[src/rtl/serial_arith_pkg.sv]
// Shared definitions for the digit-serial arithmetic blocks.
//   state_t   : controller state encoding (IDLE / RUN / DONE)
//   cnt_width : bits needed for a counter that runs 0 .. n-1 (at least 1)
package serial_arith_pkg;

  typedef enum logic [1:0] {
    ST_IDLE = 2'd0,
    ST_RUN  = 2'd1,
    ST_DONE = 2'd2
  } state_t;

  function automatic int cnt_width(input int n);
    int w;
    w = 1;
    while ((1 << w) < n) w++;
    return w;
  endfunction

endpackage

[src/rtl/serial_digit_add.sv]
// Combinational DIGIT-bit adder used once per processing cycle.
// Ports:
//   x, y   in   DIGIT  digit operands
//   cin    in   1      carry in
//   s      out  DIGIT  digit sum
//   cout   out  1      carry out of the digit
//   c_msb  out  1      carry into bit DIGIT-1 of the digit
module serial_digit_add #(
  parameter int DIGIT = 1
) (
  input  logic [DIGIT-1:0] x,
  input  logic [DIGIT-1:0] y,
  input  logic             cin,
  output logic [DIGIT-1:0] s,
  output logic             cout,
  output logic             c_msb
);

  logic [DIGIT:0] w_full;

  assign w_full = {1'b0, x} + {1'b0, y} + {{DIGIT{1'b0}}, cin};
  assign s      = w_full[DIGIT-1:0];
  assign cout   = w_full[DIGIT];
  // Carry into the top bit recovered from its sum bit; also correct for DIGIT==1 (gives cin).
  assign c_msb  = s[DIGIT-1] ^ x[DIGIT-1] ^ y[DIGIT-1];

endmodule

[src/rtl/serial_addsub.sv]
// Digit-serial adder/subtractor. Operands are captured on an accepted start,
// processed DIGIT bits per clock LSB-first through one carry flop, and the
// parallel result with carry and signed overflow is published on the done edge.
// Ports:
//   clk, reset   clock and asynchronous active-high reset
//   start, sub   request and mode (0: a+b, 1: a-b), sampled when not busy
//   a, b         WIDTH-bit operands, sampled on the accepting edge
//   busy         high while processing digits
//   done         one-cycle pulse when results become valid
//   sum          WIDTH-bit result, held until the next operation completes
//   cout         final carry (for sub: 1 = no borrow)
//   ovf          signed overflow
module serial_addsub
  import serial_arith_pkg::*;
#(
  parameter int WIDTH = 16,
  parameter int DIGIT = 1
) (
  input  logic             clk,
  input  logic             reset,
  input  logic             start,
  input  logic             sub,
  input  logic [WIDTH-1:0] a,
  input  logic [WIDTH-1:0] b,
  output logic             busy,
  output logic             done,
  output logic [WIDTH-1:0] sum,
  output logic             cout,
  output logic             ovf
);

  localparam int NDIG = WIDTH / DIGIT;
  localparam int CW   = cnt_width(NDIG);
  localparam logic [CW-1:0] LAST = CW'(NDIG - 1);

  generate
    if (WIDTH < 2 || DIGIT < 1 || (WIDTH % DIGIT) != 0) begin : g_bad_param
      $error("serial_addsub: WIDTH must be >= 2 and a multiple of DIGIT");
    end
  endgenerate

  state_t           r_state;
  state_t           w_next;
  logic [WIDTH-1:0] r_a;
  logic [WIDTH-1:0] r_b;
  logic [WIDTH-1:0] r_res;
  logic             r_carry;
  logic [CW-1:0]    r_cnt;
  logic [WIDTH-1:0] r_sum;
  logic             r_cout;
  logic             r_ovf;

  logic             w_accept;
  logic             w_last;
  logic [DIGIT-1:0] w_s;
  logic             w_cout;
  logic             w_c_msb;
  logic [WIDTH+DIGIT-1:0] w_cat;
  logic [WIDTH-1:0] w_res_shift;

  // DONE accepts a new start just like IDLE, giving back-to-back operation.
  assign w_accept = start && (r_state != ST_RUN);
  assign w_last   = (r_state == ST_RUN) && (r_cnt == LAST);

  serial_digit_add #(.DIGIT(DIGIT)) u_digit (
    .x     (r_a[DIGIT-1:0]),
    .y     (r_b[DIGIT-1:0]),
    .cin   (r_carry),
    .s     (w_s),
    .cout  (w_cout),
    .c_msb (w_c_msb)
  );

  // New digit enters at the top; after NDIG shifts the result is aligned.
  assign w_cat       = {w_s, r_res};
  assign w_res_shift = w_cat[WIDTH+DIGIT-1:DIGIT];

  always_ff @(posedge clk or posedge reset) begin
    if (reset) r_state <= ST_IDLE;
    else       r_state <= w_next;
  end

  always_comb begin
    w_next = r_state;
    case (r_state)
      ST_IDLE: if (start) w_next = ST_RUN;
      ST_RUN:  if (w_last) w_next = ST_DONE;
      ST_DONE: w_next = start ? ST_RUN : ST_IDLE;
      default: w_next = ST_IDLE;
    endcase
  end

  always_comb begin
    busy = (r_state == ST_RUN);
    done = (r_state == ST_DONE);
  end

  always_ff @(posedge clk or posedge reset) begin
    if (reset) begin
      r_a     <= '0;
      r_b     <= '0;
      r_res   <= '0;
      r_carry <= 1'b0;
      r_cnt   <= '0;
      r_sum   <= '0;
      r_cout  <= 1'b0;
      r_ovf   <= 1'b0;
    end else if (w_accept) begin
      // Subtraction as a + ~b + 1: the +1 enters through the carry flop.
      r_a     <= a;
      r_b     <= sub ? ~b : b;
      r_carry <= sub;
      r_cnt   <= '0;
    end else if (r_state == ST_RUN) begin
      r_a     <= r_a >> DIGIT;
      r_b     <= r_b >> DIGIT;
      r_res   <= w_res_shift;
      r_carry <= w_cout;
      r_cnt   <= r_cnt + 1'b1;
      if (w_last) begin
        r_sum  <= w_res_shift;
        r_cout <= w_cout;
        r_ovf  <= w_c_msb ^ w_cout;
      end
    end
  end

  assign sum  = r_sum;
  assign cout = r_cout;
  assign ovf  = r_ovf;

endmodule

[config.mk]
export PLATFORM = sky130hd
export DESIGN_NAME = serial_addsub
export DESIGN_NICKNAME = d
export VERILOG_FILES = /design/src/rtl/serial_arith_pkg.sv /design/src/rtl/serial_digit_add.sv /design/src/rtl/serial_addsub.sv
export SDC_FILE = /design/constraint.sdc
export NUM_CORES = 1
export LEC_CHECK = 0
export CAP_MARGIN = 20
export CELL_PAD_IN_SITES_DETAIL_PLACEMENT = 0
export CELL_PAD_IN_SITES_GLOBAL_PLACEMENT = 1
export CORE_UTILIZATION = 42
export CTS_CLUSTER_DIAMETER = 200
export DETAILED_ROUTE_END_ITERATION = 7
export GPL_TIMING_DRIVEN = 0
export PLACE_DENSITY = 0.85
export SYNTH_ARGS = -nofsm -noshare
export SYNTH_HDL_FRONTEND = slang
export SYNTH_SLANG_ARGS = --single-unit
export TNS_END_PERCENT = 100
[constraint.sdc]
create_clock -name clk -period 3.2 [get_ports clk]
set_input_delay 0.64 -clock clk [delete_from_list [all_inputs] [get_ports clk]]
set_output_delay 0.64 -clock clk [all_outputs]
set_load 0.02 [all_outputs]
==> results_dict.tcl, run 1 <==
set metrics [dict create \
    vias 2066 \
    crit_buf_inv 4 \
    ys_warn_count 0 \
    firstDrtPassIters 4 \
    switching_share_pct 32.3 \
    holdBufCountCts 0 \
    grt_pass1_wl_mm 10.6 \
    cp.required_ps 2560 \
    r2r_slack_ps 1540 \
    synth_edf_count 0 \
    die_area_mm2 0.00815 \
    crit_chain "nor2b_1, buf_4, buf_6, buf_2, clkdlybuf4s50_1" \
    syn_nets 299 \
    internal_power_mw 2.47 \
    final_cell_mix "dfrtp_1, clkdlybuf4s50_1, nand2_1" \
    grt_max_degree 73 \
    clockBufferDepth 2 \
    wl_per_cell_um 13.8 \
    drv_cap 0 \
    syn_avg_cell_area_um2 12.5 \
    rows 31 \
    dp_hpwl_mm 4.00 \
    critPathMaxStageDelay_ps 640 \
    fin_crit_sh_pct 84.3 \
    fmax_mhz 371 \
    grt_usage_pct 16.5 \
    clk_pin_slew_ps 70 \
    crit_slowest_cell "clkdlybuf4s50_1" \
    drtAntennaViolNets 0 \
    numCtsBuffers 9 \
    gp_congestion 0.739 \
    seqPwrFrac_pct 42.2 \
    ys_types 25 \
    power_switching_mw 1.18 \
    slew_headroom_pct 41.7 \
    end_kind "primary output" \
    io_pins 56 \
    drive_gt1_share_pct 21.5 \
    synth_ff_type "dfrtp_1" \
    skew_ps 8.05 \
    rsz0062_at_grt "false" \
    cts.sinks 72 \
    fin_nets 363 \
    viasPerCell 4.82 \
    fp.dieW_um 90.3 \
    io_buffer_count 53 \
    tns_ps 0 \
    hp-class "register to register" \
    synth.yosys.seq_area_share_pct 55.0 \
    antenna_found_initial 0 \
    cts-root-buf "clkbuf_8" \
    crit_type "register to primary output" \
    holdWs_ps 481 \
    path_delay_family "buffers and inverters" \
    layout_min_cycle_time_ps 2700 \
    hold_viol 0 \
    status "completed" \
    setup_viol 0 \
    wl_mm 5.91 \
    cts_setup_buffers 0 \
    insertion_delay_ps 340 \
    startpoint_type "register" \
    netlist_instances 261 \
    area_growth_pct 27.1 \
    grt_overflow 0 \
    layout_commonest_cell "dfrtp_1" \
    die_y_um 90.3 \
    final-max-slew-violation-count 0 \
    netlist_area_mm2 0.00327 \
    p_comb_share_pct 35.5 \
    p_clk_share_pct 22.3 \
    cp_max_fo 10 \
    p_per_area_mw_per_mm2 877 \
    vdd_drop_max_v 0.000303 \
    cts.htree.levels 3 \
    p_leak_nw 1.85 \
    synthArstFlopShare_pct 100 \
    synth_seq_cells 72 \
    drc 0 \
    cts_resized 0 \
    start_util_pct 44.2 \
    power_mw 3.65 \
    tightest_slew_ps 874 \
    core_area_mm2 0.00741 \
    diodes 0 \
    cts_tree "built" \
    grt_pass1_vias 2171 \
    critPathArrivalTime_ps 2060 \
    drt_iter0_drc 94 \
]
## tightest hold or removal path, stage by stage (launching register included)
cell and delay (ps):
dfrtp_1 340, nand2_1 40, o21ai_0 60
## metrics by stage
step                      instances  worst slack (ps)  util (%)  area (um^2)
after floorplan                 261               735         -         3270
after global placement          413              -480      53.0         3930
after detailed placement        413               865      53.1         3930
after CTS                       429               460      56.2         4160
after global routing            429               371      56.2         4160
final                           429               502      56.2         4160
## state kept, by name (all words and copies together), names as in the netlist
register  cells
sum          16
r_state       2
r_cnt         4
ovf           1
cout          1
r_a          16
r_carry       1
r_b          16
r_res        15
## cells in the mapped netlist, types with 2 or more instances
| cell | instances | area, um^2 |
|---|---|---|
| inv_1 | 2 | 7.51 |
| o21ai_0 | 33 | 165 |
| nor2b_1 | 2 | 12.5 |
| mux2_2 | 26 | 293 |
| mux2i_1 | 33 | 330 |
| xnor2_1 | 3 | 26.3 |
| nand2_1 | 35 | 131 |
| nor2_1 | 3 | 11.3 |
| dfrtp_1 | 72 | 1800 |
| clkbuf_1 | 3 | 11.3 |
| buf_4 | 3 | 22.5 |
| buf_6 | 3 | 33.8 |
| xor2_1 | 16 | 140 |
| mux2_4 | 9 | 135 |
| buf_2 | 8 | 40.0 |
## path summary, 6_finish.rpt
path | cells past startpoint | from | end
setup / recovery | 5 | r_state[0]$_DFFE_PP0P_ | busy
max in group asynchronous | 2 | reset | r_b[11]$_DFFE_PP0P_
hold reg to reg | 2 | r_b[11]$_DFFE_PP0P_ | r_b[10]$_DFFE_PP0P_
hold / removal | 2 | r_b[11]$_DFFE_PP0P_ | r_b[10]$_DFFE_PP0P_
min in group asynchronous | 2 | reset | sum[4]$_DFFE_PP0P_
setup reg to reg | 6 | r_cnt[0]$_DFFE_PP0P_ | sum[1]$_DFFE_PP0P_
## power groups by stage
stage	clock network (mW)	logic (mW)	registers, mW
2_1_floorplan	0	0.799	1.61
3_3_place_gp	0	1.28	1.54
3_5_place_dp	0	1.31	1.56
4_1_cts	0.833	1.32	1.54
5_1_grt	0.879	1.42	1.60
6_report	0.814	1.30	1.54
## routing by layer
metal	global-route usage [%]	routed length, um
met1	22.7	2950
met4	6.05	56
met3	4.04	190
met2	25.3	2710
met5	0	0
## logic make-up after synthesis
family / count (synthesis) / share of synthesized area [%]
buf+inv: 20 / 4.13
simple gates: 45 / 6.04
flops: 72 / 55.0
fa+ha+maj: 2 / 0.993
compound gates: 35 / 5.58
mux: 68 / 23.2
xor+xnor: 19 / 5.08
## layout make-up
class | count | area [um^2]
fill | 649 | 3250
sequential | 72 | 1800
multi-input combinational | 169 | 1340
timing repair buffer | 53 | 531
clock buffer | 10 | 138
buffer | 18 | 128
tap | 99 | 124
clock inverter | 6 | 91.3
inverter | 2 | 10.0
(Power assumes the default switching activity.)
==> run 2, diff against run 1 <==
Clock period 3.2 ns to 2.6 ns, I/O delays scaled along.
==> results_dict.tcl, run 2 (same netlist as run 1, synthesis figures left out) <==
set metrics [dict create \
    wl_mm 5.91 \
    area_growth_pct 27.0 \
    grt_pass1_wl_mm 10.6 \
    clk_pin_slew_ps 70 \
    hold_path_depth 2 \
    skew_ps 8.05 \
    viasPerCell 4.82 \
    fp.dieW_um 90.3 \
    power_mw 4.49 \
    p_leak_nw 1.85 \
    drt_iter0_drc 92 \
    cts_tree "built" \
    clockBufferDepth 2 \
    hold_viol 0 \
    dp_hpwl_mm 4.00 \
    die_area_mm2 0.00815 \
    wl_per_cell_um 13.8 \
    grt_usage_pct 16.5 \
    finalNonFillerCells 429 \
    p_per_area_mw_per_mm2 1080 \
    fin_crit_sh_pct 88.3 \
    grt_pass1_vias 2171 \
    drive_gt1_share_pct 21.5 \
    core_area_mm2 0.00741 \
    firstDrtPassIters 4 \
    worst_r2r_path_depth 6 \
    holdBufCountCts 0 \
    fin_nets 363 \
    rsz0062_at_grt "false" \
    layout_min_cycle_time_ps 2300 \
    fmax_mhz 436 \
    end_kind "primary output" \
    cp_max_fo 10 \
    cts.htree.levels 3 \
    utilization_pct 56.1 \
    rows 31 \
    drv_cap 0 \
    drc 0 \
    status "completed" \
    grt_max_degree 73 \
    r2r-start "r_cnt[0]$_DFFE_PP0P_" \
    setup_ws_ps 304 \
    insertion_delay_ps 340 \
    die_y_um 90.3 \
    final_cell_mix "dfrtp_1, clkdlybuf4s50_1, nand2_1" \
    vias 2066 \
    dpl.cell_count 413 \
    slew_headroom_pct 41.7 \
    vdd_drop_max_v 0.000372 \
    numCtsBuffers 9 \
    diodes 0 \
    fillers 650 \
    critPathArrivalTime_ps 1780 \
    dpl_worst_slack_ps 385 \
    cp.required_ps 2080 \
    cts_setup_buffers 0 \
    startpoint_type "register" \
    layout_commonest_cell "dfrtp_1" \
    drtAntennaViolNets 0 \
    setup_viol 0 \
    hp-start "r_b[11]$_DFFE_PP0P_" \
    antenna_found_initial 0 \
    crit_type "register to primary output" \
    final-max-slew-violation-count 0 \
    hp-class "register to register" \
    io_pins 56 \
    cts.sinks 72 \
    start_util_pct 44.2 \
    tightest_slew_ps 874 \
    rr_endpoint "sum[1]$_DFFE_PP0P_" \
    r2r_slack_ps 940 \
    whs_endpoint "r_b[10]$_DFFE_PP0P_" \
    grt_overflow 0 \
    cts-root-buf "clkbuf_8" \
    io_buffer_count 53 \
    holdWs_ps 481 \
    gp_congestion 0.739 \
]
[run 2: final cells by class]
cell class / instances / area, um^2 / share of cell area [%]
Multi-Input combinational cell: 169 / 1340 / 32.2
Clock inverter: 6 / 91.3 / 2.20
Sequential cell: 72 / 1800 / 43.3
Timing Repair Buffer: 53 / 529 / 12.7
Inverter: 2 / 10.0 / 0.241
Buffer: 18 / 128 / 3.07
Tap cell: 99 / 124 / 2.98
Clock buffer: 10 / 138 / 3.31
[run 2: layer usage]
| metal | up-vias | global-route usage, % | wire length, um |
|---|---|---|---|
| li1 | 1021 | - | - |
| met1 | 1000 | 22.7 | 2950 |
| met2 | 39 | 25.3 | 2710 |
| met3 | 6 | 4.04 | 190 |
| met4 | 0 | 6.05 | 56 |
| met5 | - | 0 | 0 |
[run 2: worst max-delay path, stage by stage, from the launching register on]
cell and delay, ps:
dfrtp_1 380, nor2b_1 150, buf_4 160, buf_6 150, buf_2 240, dlygate4sd2_1 360
[run 2: worst max path at each step]
stage                                start                  end  slack, ps  cells after the start
finish              r_state[0]$_DFFE_PP0P_                 busy        300                      5
global route        r_state[0]$_DFFE_PP0P_                 busy        180                      5
CTS                 r_state[0]$_DFFE_PP0P_                 busy        260                      5
detailed placement  r_state[0]$_DFFE_PP0P_                 busy        380                      5
global placement                     reset  r_a[13]$_DFFE_PP0P_       -960                      2
floorplan                            reset     cout$_DFFE_PP0P_        260                      1
[run 2: power by group]
part           internal, mW  leakage (nW)  total (mW)  switching, mW
logic                 0.862         0.872        1.59          0.728
clock network         0.569         0.105        1.00          0.433
registers              1.60         0.877        1.89          0.292
[run 2: through the flow]
step	cell area, um^2	setup TNS [ps]
after floorplan	3270	0
after global placement	3930	-69000
after detailed placement	3930	0
after CTS	4160	0
after global routing	4160	0
final	4160	0
[run 2: repair_timing]
item,CTS,global route
hold endpoints to repair,0,0
gates resized for setup,1,0
setup endpoints to repair,1,0
==> edit: new RTL, config.mk and constraints of run 1 <==
Set the parameter `WIDTH` to 32 (it was 16).
--- a/src/rtl/serial_addsub.sv
+++ b/src/rtl/serial_addsub.sv
@@ -15,3 +15,3 @@
 #(
-  parameter int WIDTH = 16,
+  parameter int WIDTH = 32,
   parameter int DIGIT = 1
Interface: changed (resized a, b and sum); port bits go from 56 to 104. The function was not compared with the original's and may differ.
==> edit against run 1 <==
The run now ends with DRC left. Maximum frequency is 2.1% lower. Highest routed layer unchanged. Sequential cell count is 65 higher. Register-to-register slack worse by 0.25 ns. Largest power group unchanged. Design area rose by 99%. Total power is 91% higher. Wire length increased by 110%. Sequential power rose by 90%. Setup slack lost 0.059 ns. Cell count rose by 90%. Synthesized area grew 95%.
==> edit: results (changes against run 1) <==
Status -> finished, violations left
Failing checks -> DRC
Layout cells sized above 1 -> 21.1% (-0.37 points)
Top FF cell, synth -> dfrtp_1
Final wirelength -> 12.4 mm (+110%)
I/O Buffers -> 101 (+91%)
Peak supply drop -> 452 uV (+49%)
First drt pass iteration count -> 7 (+3)
Largest net degree at the start of global routing -> 38 (-48%)
Hold buffers post-CTS -> 0 (unchanged)
# DRC -> 22 (+22)
Nets@finish -> 687 (+89%)
Most frequent cells after synthesis -> dfrtp_1, nand2_1, mux2i_1
Root Buffer -> clkbuf_16
Number of global-route vias before repair -> 4132 (+90%)
CTS resizes -> 0 (unchanged)
Final Skew -> 0.00863 ns (+0.000585 ns)
Fin cells -> 813 (+90%)
Hold_ws -> 0.479 ns (-0.00280 ns)
Crit path DAT -> 2.12 ns (+0.06 ns)
Synthesized Nets -> 563 (+88%)
Worst skew pair latency -> 0.42 ns (+0.08 ns)
Starting DRT DRC Count -> 201 (+110%)
Setup slack, reg-to-reg -> 1.29 ns (-0.25 ns)
Sw Share -> 31.6% (-0.78 points)
Synth cell types -> 29 (+16%)
Leak -> 3.98 nW (+110%)
Placed insts -> 781 (+89%)
Sequential-to-total area share from yosys stat -> 53.8% (-1.3 points)
Max_slew headroom -> 66.5% (+25 points)
Htree depth -> 4 (+1)
DR vias/cell -> 4.90 (+1.8%)
Synthesized area per cell -> 13.0 um^2 (+3.3%)
Gr usage total -> 17.3% (+0.80 points)
Area contributors post-synth -> dfrtp_1, mux2_4, mux2i_1
GPL Wtd Cong -> 0.754 (+1.9%)
Post-DP HPWL -> 8.91 mm (+120%)
Global-route wire length before repair -> 21.1 mm (+99%)
Worst-path fanout max -> 10 (unchanged)
Antenna violations before repair -> 0 (unchanged)
CTS Buf Count -> 17 (+8)
## edit: changes by cell type after synthesis, moves of 5 or more
cell / delta
xor2_1: +15
dfrtp_1: +65
o21ai_0: +31
mux2_4: +48
nand2_1: +34
mux2i_1: +32
buf_6: +5
mux2_2: -18
## edit: worst max-delay path: stages (launching register included)
cell,delay [ns]
dfrtp_1,0.39
nand2b_4,0.19
inv_4,0.08
buf_8,0.15
buf_2,0.24
clkdlybuf4s50_1,0.64
## edit: kinds of logic (layout without fill, tap and decap cells)
kind of cell    count (synthesis)  after routing  share of synthesized area (%)
mux                           130            130                           25.0
xor+xnor                       36             36                           4.94
simple gates                   78             78                           4.94
flops                         137            137                           53.8
buf+inv                        38            175                           5.00
fa+ha+maj                       3              3                          0.706
compound gates                 70             70                           5.61
## edit: area by class of cell
type / instances / area, um^2
timing repair buffer: 105 / 1100
sequential: 137 / 3430
clock buffer: 18 / 439
inverter: 4 / 21.3
clock inverter: 14 / 113
tap: 184 / 230
multi-input combinational: 317 / 2630
fill: 1214 / 6440
buffer: 34 / 302
## edit: final timing paths
path                       startpoint         to  cells past startpoint
max                        r_state[1]       busy                      5
min                           r_b[16]    r_b[15]                      2
max reg2reg                  r_cnt[0]    sum[24]                      7
min reg2reg                   r_b[16]    r_b[15]                      2
max in group asynchronous       reset     r_a[9]                      4
min in group asynchronous       reset  r_res[19]                      2
## edit: metal layers
metal / global-route usage, % / part of all wire [%] / up-vias
li1: - / - / 1924
met1: 22.4 / 47 / 1948
met4: 7.60 / 1.6 / 0
met5: 0 / 0 / -
met2: 27.6 / 48 / 98
met3: 4.24 / 3.8 / 15
## edit: metrics by stage
step | total power, mW | setup WS [ns] | util (%) | cell area, um^2
after detailed placement | 5.18 | 0.859 | 52.5 | 7710
after floorplan | 4.41 | 0.853 | - | 6380
after global routing | 7.38 | 0.345 | 56.2 | 8260
after global placement | 5.07 | -0.335 | 51.9 | 7620
final | 6.95 | 0.444 | 56.2 | 8260
after CTS | 7.04 | 0.390 | 56.2 | 8260
## edit: power by group through the flow
stage	Clock, mW	Sequential, mW	Combinational (mW)
after floorplan	0	2.97	1.44
after global placement	0	2.90	2.16
after detailed placement	0	2.94	2.25
after CTS	1.87	2.92	2.25
after global routing	1.94	3.01	2.44
final	1.81	2.92	2.22
